==> config.mk <==
export PLATFORM = sky130hd
export DESIGN_NAME = zmod_adc_sample_conditioner
export DESIGN_NICKNAME = d
export VERILOG_FILES = /design/src/rtl/zmod_adc_cond_pkg.sv /design/src/rtl/zmod_adc_cond_channel.sv /design/src/rtl/zmod_adc_sample_conditioner.sv
export SDC_FILE = /design/constraint.sdc
export NUM_CORES = 1
export LEC_CHECK = 0
export ABC_AREA = 1
export CAP_MARGIN = 30
export CORE_UTILIZATION = 50
export CTS_CLUSTER_DIAMETER = 80
export DETAILED_ROUTE_END_ITERATION = 6
export PLACE_DENSITY = 0.7
export SLEW_MARGIN = 15
export SYNTH_ARGS = -nofsm -noshare
export SYNTH_HDL_FRONTEND = slang
export SYNTH_HIERARCHICAL = 1
export SYNTH_SLANG_ARGS = --single-unit
==> constraint.sdc <==
create_clock -name clk -period 10.6 [get_ports clk]
set_input_delay 3.18 -clock clk [delete_from_list [all_inputs] [get_ports clk]]
set_output_delay 3.18 -clock clk [all_outputs]
set_load 0.05 [all_outputs]
==> src/rtl/zmod_adc_cond_pkg.sv <==
// zmod_adc_cond_pkg: shared types, sample limits and saturation for the ADC sample conditioner
package zmod_adc_cond_pkg;
    typedef enum logic {S_IDLE, S_ACCUM} state_t;
    localparam int C_SAMPLE_W = 14;
    localparam int C_SAMPLE_MAX = 8191;
    localparam int C_SAMPLE_MIN = -8192;
    function automatic logic signed [C_SAMPLE_W-1:0] sat14(input logic signed [31:0] v);
        return v > C_SAMPLE_MAX ? 14'sd8191 : v < C_SAMPLE_MIN ? -14'sd8192 : v[C_SAMPLE_W-1:0];
    endfunction
endpackage

==> src/rtl/zmod_adc_cond_channel.sv <==
// zmod_adc_cond_channel: offset (and optional gain) correction plus boxcar accumulator for one channel
// With ZMOD_ADC_COND_GAIN_EN the correction takes a second register stage for the Q2.14 multiply.
module zmod_adc_cond_channel
    import zmod_adc_cond_pkg::*;
#(
    parameter int P_ACC_W = 22
) (
    input  logic                  clk,
    input  logic                  rstn,
    input  logic [C_SAMPLE_W-1:0] data,
    input  logic [C_SAMPLE_W-1:0] offset,
`ifdef ZMOD_ADC_COND_GAIN_EN
    input  logic [15:0]           gain,
`endif
    input  logic                  acc_clr,
    input  logic                  acc_en,
    input  logic                  load,
    input  logic [3:0]            lat,
    output logic [C_SAMPLE_W-1:0] out
);
    logic signed [C_SAMPLE_W-1:0] s1, samp;
    logic signed [P_ACC_W-1:0] acc, acc_next;
    logic signed [P_ACC_W:0] rnd, sum;
    always_ff @(posedge clk or negedge rstn)
        if (!rstn) s1 <= '0;
        else s1 <= sat14(32'($signed(data)) + 32'($signed(offset)));
`ifdef ZMOD_ADC_COND_GAIN_EN
    logic signed [C_SAMPLE_W-1:0] s2;
    logic signed [31:0] prod;
    assign prod = 32'(s1) * $signed({16'd0, gain});
    always_ff @(posedge clk or negedge rstn)
        if (!rstn) s2 <= '0;
        else s2 <= sat14((prod + 32'sd8192) >>> 14);
    assign samp = s2;
`else
    assign samp = s1;
`endif
    assign acc_next = acc + P_ACC_W'(samp);
    // Round half-up before the arithmetic shift; a window of one sample needs no rounding.
    assign rnd = (lat == 4'd0) ? '0 : (P_ACC_W+1)'(1) << (lat - 4'd1);
    assign sum = (P_ACC_W+1)'(acc_next) + rnd;
    always_ff @(posedge clk or negedge rstn)
        if (!rstn) begin
            acc <= '0;
            out <= '0;
        end else begin
            if (acc_clr || load) acc <= '0;
            else if (acc_en) acc <= acc_next;
            if (load) out <= C_SAMPLE_W'(sum >>> lat);
        end
endmodule

==> src/rtl/zmod_adc_sample_conditioner.sv <==
// zmod_adc_sample_conditioner: offset-correct, boxcar-average and decimate ZMOD ADC channel pairs
// Define ZMOD_ADC_COND_GAIN_EN to add per-channel Q2.14 gain ports (one extra cycle of latency).
module zmod_adc_sample_conditioner
    import zmod_adc_cond_pkg::*;
#(
    parameter int P_DEC_LOG2_MAX = 8,
    parameter int P_ACC_W = C_SAMPLE_W + P_DEC_LOG2_MAX
) (
    input  logic                  clk,
    input  logic                  rstn,
    input  logic                  i_adc_configured,
    input  logic                  i_data_valid,
    input  logic [C_SAMPLE_W-1:0] i14_data_a,
    input  logic [C_SAMPLE_W-1:0] i14_data_b,
    input  logic [C_SAMPLE_W-1:0] i14_offset_a,
    input  logic [C_SAMPLE_W-1:0] i14_offset_b,
    input  logic [3:0]            i4_dec_log2,
`ifdef ZMOD_ADC_COND_GAIN_EN
    input  logic [15:0]           i16_gain_a,
    input  logic [15:0]           i16_gain_b,
`endif
    output logic [C_SAMPLE_W-1:0] o14_data_a,
    output logic [C_SAMPLE_W-1:0] o14_data_b,
    output logic                  o_data_valid,
    output logic                  o_window_busy
);
    localparam int CW = P_DEC_LOG2_MAX + 1;
    state_t state;
    logic [CW-1:0] cnt, n_m1;
    logic [3:0] lat, dec_clamped;
    logic s1_valid, acc_valid, acc_en, acc_clr, last, load;
    assign dec_clamped = (32'(i4_dec_log2) > P_DEC_LOG2_MAX) ? 4'(P_DEC_LOG2_MAX) : i4_dec_log2;
    assign n_m1 = (CW'(1) << lat) - CW'(1);
    always_ff @(posedge clk or negedge rstn)
        if (!rstn) s1_valid <= 1'b0;
        else s1_valid <= i_data_valid;
`ifdef ZMOD_ADC_COND_GAIN_EN
    logic s2_valid;
    always_ff @(posedge clk or negedge rstn)
        if (!rstn) s2_valid <= 1'b0;
        else s2_valid <= s1_valid;
    assign acc_valid = s2_valid;
`else
    assign acc_valid = s1_valid;
`endif
    // Samples reaching the accumulator outside S_ACCUM, or while the ADC drops out, are discarded.
    assign acc_en = (state == S_ACCUM) && i_adc_configured && acc_valid;
    assign acc_clr = !i_adc_configured || (state == S_IDLE);
    assign last = cnt == n_m1;
    assign load = acc_en && last;
    assign o_window_busy = (state == S_ACCUM) && (cnt != '0);
    always_ff @(posedge clk or negedge rstn)
        if (!rstn) begin
            state <= S_IDLE;
            cnt <= '0;
            lat <= '0;
            o_data_valid <= 1'b0;
        end else begin
            o_data_valid <= 1'b0;
            if (!i_adc_configured) begin
                state <= S_IDLE;
                cnt <= '0;
            end else if (state == S_IDLE) begin
                state <= S_ACCUM;
                cnt <= '0;
                lat <= dec_clamped;
            end else if (acc_en) begin
                cnt <= last ? '0 : cnt + CW'(1);
                if (last) lat <= dec_clamped;
                o_data_valid <= last;
            end
        end
    zmod_adc_cond_channel #(.P_ACC_W(P_ACC_W)) u_chan_a (
        .clk(clk), .rstn(rstn), .data(i14_data_a), .offset(i14_offset_a),
`ifdef ZMOD_ADC_COND_GAIN_EN
        .gain(i16_gain_a),
`endif
        .acc_clr(acc_clr), .acc_en(acc_en), .load(load), .lat(lat), .out(o14_data_a)
    );
    zmod_adc_cond_channel #(.P_ACC_W(P_ACC_W)) u_chan_b (
        .clk(clk), .rstn(rstn), .data(i14_data_b), .offset(i14_offset_b),
`ifdef ZMOD_ADC_COND_GAIN_EN
        .gain(i16_gain_b),
`endif
        .acc_clr(acc_clr), .acc_en(acc_en), .load(load), .lat(lat), .out(o14_data_b)
    );
endmodule

# ---- Yosys cells after proc, flatten, opt, wreduce, memory -nomap -nowiden
# Index checks and enable logic that the tools add are counted.
dict set report op_classes {
  n_mux 21
  n_bitwise 1
  eq_ne 4
  shifts 4
  reduce_logical 11
  n_addsub 9
  n_lt_le_gt_ge 5
}
# operator n
set ops {}
lappend ops {{22-bit two-way mux} 4}
lappend ops {{32-bit by 14-bit > comparator with 1-bit output (second input constant)} 2}
lappend ops {{32-bit by 14-bit < comparator with 1-bit output (second input constant)} 2}
lappend ops {{14-bit two-way mux} 4}
lappend ops {{22-bit by 23-bit adder with 23-bit output} 2}
lappend ops {{23-bit by 4-bit >>> shifter with 14-bit output} 2}
lappend ops {{22-bit by 14-bit adder with 22-bit output} 2}
lappend ops {{9-bit two-way mux} 4}
lappend ops {{14-bit by 14-bit adder with 15-bit output} 2}
lappend ops {{23-bit two-way mux} 1}
lappend ops {{1-bit by 4-bit left shift with 23-bit output (first input constant)} 1}
lappend ops {{4-bit two-way mux} 4}
lappend ops {{9-bit by 1-bit adder with 9-bit output (second input constant)} 1}
lappend ops {{9-bit == test} 1}
lappend ops {{9-bit nonzero test} 1}
lappend ops {{1-bit by 4-bit left shift with 9-bit output (first input constant)} 1}
lappend ops {{9-bit by 2-bit subtractor with 9-bit output (second input constant)} 1}
lappend ops {{4-bit > comparator (second input constant)} 1}
lappend ops {{1-bit logical AND} 4}
lappend ops {{4-bit zero test} 1}
lappend ops {{1-bit two-way mux} 4}
lappend ops {{2-bit by 1-bit != test with 1-bit output (second input constant)} 2}
lappend ops {{4-bit by 1-bit subtractor with 4-bit output (second input constant)} 1}
lappend ops {{3-bit by 2-bit != test with 1-bit output (second input constant)} 1}
lappend ops {{other kinds (5)} 6}
dict set report totals {
  input_bits 64
  ff_bits 116
  out_inout_bits 30
  wordCells 66
}

# ---- Depth between registers and ports, before layout
dict set report logic_depth {
  word_depth 7
  ltp_mapped 28
}

# ---- Hierarchy
# Netlist, hierarchy kept.
# mod area_each_um2 n_inst cells_each
set by_module_without_submodules {}
lappend by_module_without_submodules {{zmod_adc_cond_channel at u_chan_a} 5943.2 1 954}
lappend by_module_without_submodules {{zmod_adc_cond_channel at u_chan_b} 5934.4 1 964}
lappend by_module_without_submodules {zmod_adc_sample_conditioner 1161.1 1 171}

# ---- Least setup slack after synthesis
# OpenSTA, ideal clock, no wires.
dict set report synth_timing {
  path_type {in2reg}
  start {in i14_offset_b[0]}
  end {reg u_chan_b.s1[10]}
  cell_stages 17
  path_slack_ns 5.415
  t_arrival_ns 5.120
  n_path_buf 1
  setup_ns 0.065
  path_cell_list {ha_1 > inv_1 > fa_1 > inv_1 > a31oi_1 > o21ai_1 > nand2_1 > nand2_1 > a21o_1 > a21oi_1 > o21bai_1 > nand2_1 > nand2_1 > nand2_2 > or2_1 > buf_6 > nand2_1}
}
dict set report synth_between {
  elab_chain_len 4
  elab_cells_between_ends 5
  classes_between {add/sub: 1; order compare: 2; mux: 2}
}
# item line_no
set synth_lines {}
lappend synth_lines {{from (decl)} zmod_adc_sample_conditioner.sv:16} ;# input logic [C_SAMPLE_W-1:0] i14_offset_b,
lappend synth_lines {{14-bit by 14-bit adder with 15-bit output *} zmod_adc_cond_channel.sv:26} ;# else s1 <= sat14(32'($signed(data)) + 32'($signed(offset)));
lappend synth_lines {{32-bit by 14-bit < comparator with 1-bit output} zmod_adc_cond_pkg.sv:8} ;# return v > C_SAMPLE_MAX ? 14'sd8191 : v < C_SAMPLE_MIN ? -14'sd8192 : v[C_SAMPLE_W-1:0];
lappend synth_lines {{14-bit two-way mux} zmod_adc_cond_pkg.sv:8}
lappend synth_lines {{14-bit two-way mux *} zmod_adc_cond_pkg.sv:8}
lappend synth_lines {{to (signal assigned)} zmod_adc_cond_channel.sv:26}
lappend synth_lines {{to (decl)} zmod_adc_cond_channel.sv:21} ;# logic signed [C_SAMPLE_W-1:0] s1, samp;
# Every way passes the cells marked *; elsewhere a longest branch is shown, timed or not.
# A chain may end at the register's enable or synchronous reset.

# ---- Worst setup path after layout
dict set report layout_timing {
  start {in i_adc_configured}
  end {reg u_chan_b.acc[10]}
}
dict set report layout_between {
  elab_cells_between_ends 8
  classes_between {mux: 1; reduce/logical: 7}
}
# item line_no
set layout_rtl {}
lappend layout_rtl {{from (decl)} zmod_adc_sample_conditioner.sv:11} ;# input logic i_adc_configured,
lappend layout_rtl {{1-bit zero test *} --}
lappend layout_rtl {{1-bit logical OR *} zmod_adc_sample_conditioner.sv:48} ;# assign acc_clr = !i_adc_configured || (state == S_IDLE);
lappend layout_rtl {{named net acc_clr} zmod_adc_sample_conditioner.sv:31} ;# logic s1_valid, acc_valid, acc_en, acc_clr, last, load;
lappend layout_rtl {{1-bit logical OR *} zmod_adc_cond_channel.sv:47} ;# if (acc_clr || load) acc <= '0;
lappend layout_rtl {{22-bit two-way mux / 2-bit nonzero test (equally long branches)} --}
lappend layout_rtl {{to (signal assigned)} zmod_adc_cond_channel.sv:48} ;# else if (acc_en) acc <= acc_next;
lappend layout_rtl {{to (decl)} zmod_adc_cond_channel.sv:22} ;# logic signed [P_ACC_W-1:0] acc, acc_next;
# The timed path passes the listed nets; every way through them passes the cells marked *.

==> reports/metrics.csv <==
metric,value,unit
result_of_the_run,"finished, final reports clean",
timing.critical_path.depth,12,
netlist_area,0.0130,sq mm
finalSetupTns,0,ns
place.detailed.hpwl,28500,microns
drc,0,
post-synth-top-count-cell,sky130_fd_sc_hd__nand2_1,
setup_viol,0,
ys.warnings.count,6,
detail_route.first_pass.iterations,6,
die_area,0.0267,sq mm
wl,35800,microns
h-tree-depth,4,
n_antenna_cell,0,
boundaryPins,94,
chip_height,163,microns
clockRootBuffer,sky130_fd_sc_hd__clkbuf_16,
max_stage_delay,0.66,ns
final-max-slew-violation-count,0,
layout_min_cycle_time,5.77,ns
clkSinkCount,116,
design.core.area,0.0254,sq mm
chipWidth,163,microns
crit_path_cell_trace,clkdlybuf4s50_1 -> nand2_1 -> nor2_1 -> inv_1 -> nor2_2 -> buf_4 -> nor2_1 -> buf_4 -> nand2_1 -> inv_1 -> nand2_1 -> nand2_1,
antenna_found_initial,0,
yosys.area.top_type,sky130_fd_sc_hd__dfrtp_1,
final_layout_size_suffix_gt1_share,7.17,%
placed_standard_cell_area,0.0142,sq mm
tritoncts,built,
final_design_area_no_fill,0.0148,sq mm
crit_required,10.92,ns
hold_ws,0.481,ns
floorplan.initialDensity,51.3,%
gr-usage-all-layers,27.8,%
synth-edff-count,0,
synthesis.area_per_instance,6.24,sq um
max_cap_violations,0,
final_nets,2339,
placement_rows,58,
synth_seq_area_share,22.3,%
powerDensity,157,mW/mm^2
post_synth_main_area_contributors,"sky130_fd_sc_hd__dfrtp_1 22%, sky130_fd_sc_hd__nand2_1 19%, sky130_fd_sc_hd__nand3_1 12%",
worst_slack,4.83,ns
port-buffer-count,93,
synthCells,2089,
final_weighted_congestion_in_routability_driven_placement,0.945,
part_of_the_cycle_the_worst_path_needs,54.4,%
worstHoldPathType,register to register,
synth_common_cells,"663 x sky130_fd_sc_hd__nand2_1, 300 x sky130_fd_sc_hd__nand3_1, 250 x sky130_fd_sc_hd__inv_1",
postCtsSetupRepairBufs,0,
timing.hold.worst_path_depth,2,
relSlewSlack,54.9,%
setup_repair_after_global_routing_missed_its_margin,false,
worst_clock_skew,0.00707,ns
ys_dominant_reg_cell,sky130_fd_sc_hd__dfrtp_1,
yosysUniqueCellTypes,55,
critPathKind,input pin to register,
ctsResizeCount,0,
layout-area-overhead-vs-synth,13.9,%
leakagePower,7.84,nW
yosysTopAreaCellShare,22.3,%
first_pass_grt_wire_length,60300,microns
r2r_cells,26,
postSynth.asyncResetShare,100,%
timing.critical_path.arrival,6.08,ns
detailedRoute.firstIterationViolations,944,
clk_pin_slew_worst_paths,0.05,ns
critPathMostFrequentCell,sky130_fd_sc_hd__nand2_1,
post_drt_wl_per_cell,14.3,microns
antenna_left,0,
worstSetupEndpointType,register,
finalHoldViolations,0,
grt_overflow_total,0,
number_of_buffers_added_by_the_clock_tree_synthesis_step,17,
syn_nets,2264,
clock_latency,0.43,ns
cp_slowest_cell,sky130_fd_sc_hd__clkdlybuf4s50_1,
via_count_of_the_first_global_routing_pass,12900,
place_ws,4.44,ns
max_freq,173,MHz
critical_path.max_fanout,23,
post_drt_via_cell_ratio,5.43,
via_count,13600,
grt_start_max_net_pins,72,
worst_pin_slew,0.675,ns
clock_tree.buffer_depth,2,
cts_hold_buffers,0,
startpoint_type,input pin,
max_rail_drop_vdd,91.9,uV
critical-path-top-delay-family,buffers and inverters,
utilization,58.5,%
number_of_buffers_and_inverters_on_the_critical_path,5,
postSynthRegisterBits,116,
sequential cells by signal, indices dropped and copies added (netlist names), 4 cells and up:
signal / count
u_chan_a/acc: 22
u_chan_b/s1: 14
u_chan_b/out: 14
u_chan_a/out: 14
lat: 4
u_chan_b/acc: 22
cnt: 9
u_chan_a/s1: 14
cell usage in the layout (no fill, tap or decap), types with 22 or more instances in the layout:
| master | synthesis | final |
|---|---|---|
| sky130_fd_sc_hd__nand2_1 | 663 | 663 |
| sky130_fd_sc_hd__nand3_1 | 300 | 300 |
| sky130_fd_sc_hd__inv_1 | 250 | 250 |
| sky130_fd_sc_hd__nor2_1 | 128 | 126 |
| sky130_fd_sc_hd__dfrtp_1 | 116 | 114 |
| sky130_fd_sc_hd__ha_1 | 105 | 105 |
| sky130_fd_sc_hd__a21oi_1 | 101 | 101 |
| sky130_fd_sc_hd__clkdlybuf4s50_1 | 0 | 92 |
| sky130_fd_sc_hd__o21ai_0 | 82 | 82 |
| sky130_fd_sc_hd__xor2_1 | 30 | 30 |
| sky130_fd_sc_hd__nand2_2 | 28 | 28 |
| sky130_fd_sc_hd__xnor2_1 | 28 | 28 |
| sky130_fd_sc_hd__nand4_1 | 26 | 26 |
| sky130_fd_sc_hd__or2_2 | 22 | 22 |
power breakdown:
group / internal [mW] / total (mW) / switching [mW]
Clock: 0.384 / 0.596 / 0.211
Combinational: 0.406 / 1.20 / 0.792
Sequential: 0.494 / 0.534 / 0.0407
Total: 1.28 / 2.33 / 1.04
metrics by stage:
stage	instances	total power [mW]
after detailed placement	2474	1.72
after CTS	2505	2.33
after global routing	2506	2.52
after floorplan	2089	1.44
after global placement	2474	1.71
final	2506	2.33
final cells by class:
cell class / count / area [sq um]
Inverter: 265 / 995
Fill cell: 2545 / 10600
Tap cell: 330 / 413
Clock inverter: 10 / 130
Sequential cell: 116 / 2910
Multi-Input combinational cell: 1660 / 8900
Clock buffer: 21 / 470
Timing Repair Buffer: 104 / 1030
worst min-delay path, delay by kind of cell (launching register included):
kind / cells / cell delay (ns)
flip-flops: 1 / 0.34
AND/OR/NAND/NOR: 2 / 0.10
logic make-up (layout without fill, tap and decap cells):
| family | count (synthesis) | count (layout) | share of synthesized area [%] |
|---|---|---|---|
| other | 2 | 2 | 0.0576 |
| AOI/OAI and AO/OA | 252 | 252 | 10.9 |
| xor gates and xnor gates | 58 | 58 | 3.90 |
| DFF | 116 | 116 | 22.3 |
| adders and majority gates | 111 | 111 | 11.0 |
| and+or+nand+nor | 1237 | 1237 | 42.5 |
| buffers and inverters | 313 | 400 | 9.48 |
path summary, 6_finish.rpt:
path | from | endpoint | slack [ns]
setup reg to reg | u_chan_b/acc[0] | u_chan_b/out[9] | 5.90
min in group asynchronous | rstn | u_chan_b/s1[8] | 2.76
max in group asynchronous | rstn | lat[1] | 6.79
hold / removal | u_chan_a/out[11] | u_chan_a/out[11] | 0.48
hold reg to reg | u_chan_a/out[11] | u_chan_a/out[11] | 0.48
setup / recovery | i_adc_configured | u_chan_b/acc[10] | 4.83
metal layers:
layer	vias to the layer above	GRT usage (%)	wire length (microns)
met1	6231	35.3	16300
met2	362	48.9	17300
met5	-	0	0
li1	6966	-	-
met3	46	3.40	1460
met4	0	8.63	708
No activity file was read; power rests on OpenSTA's default activity.
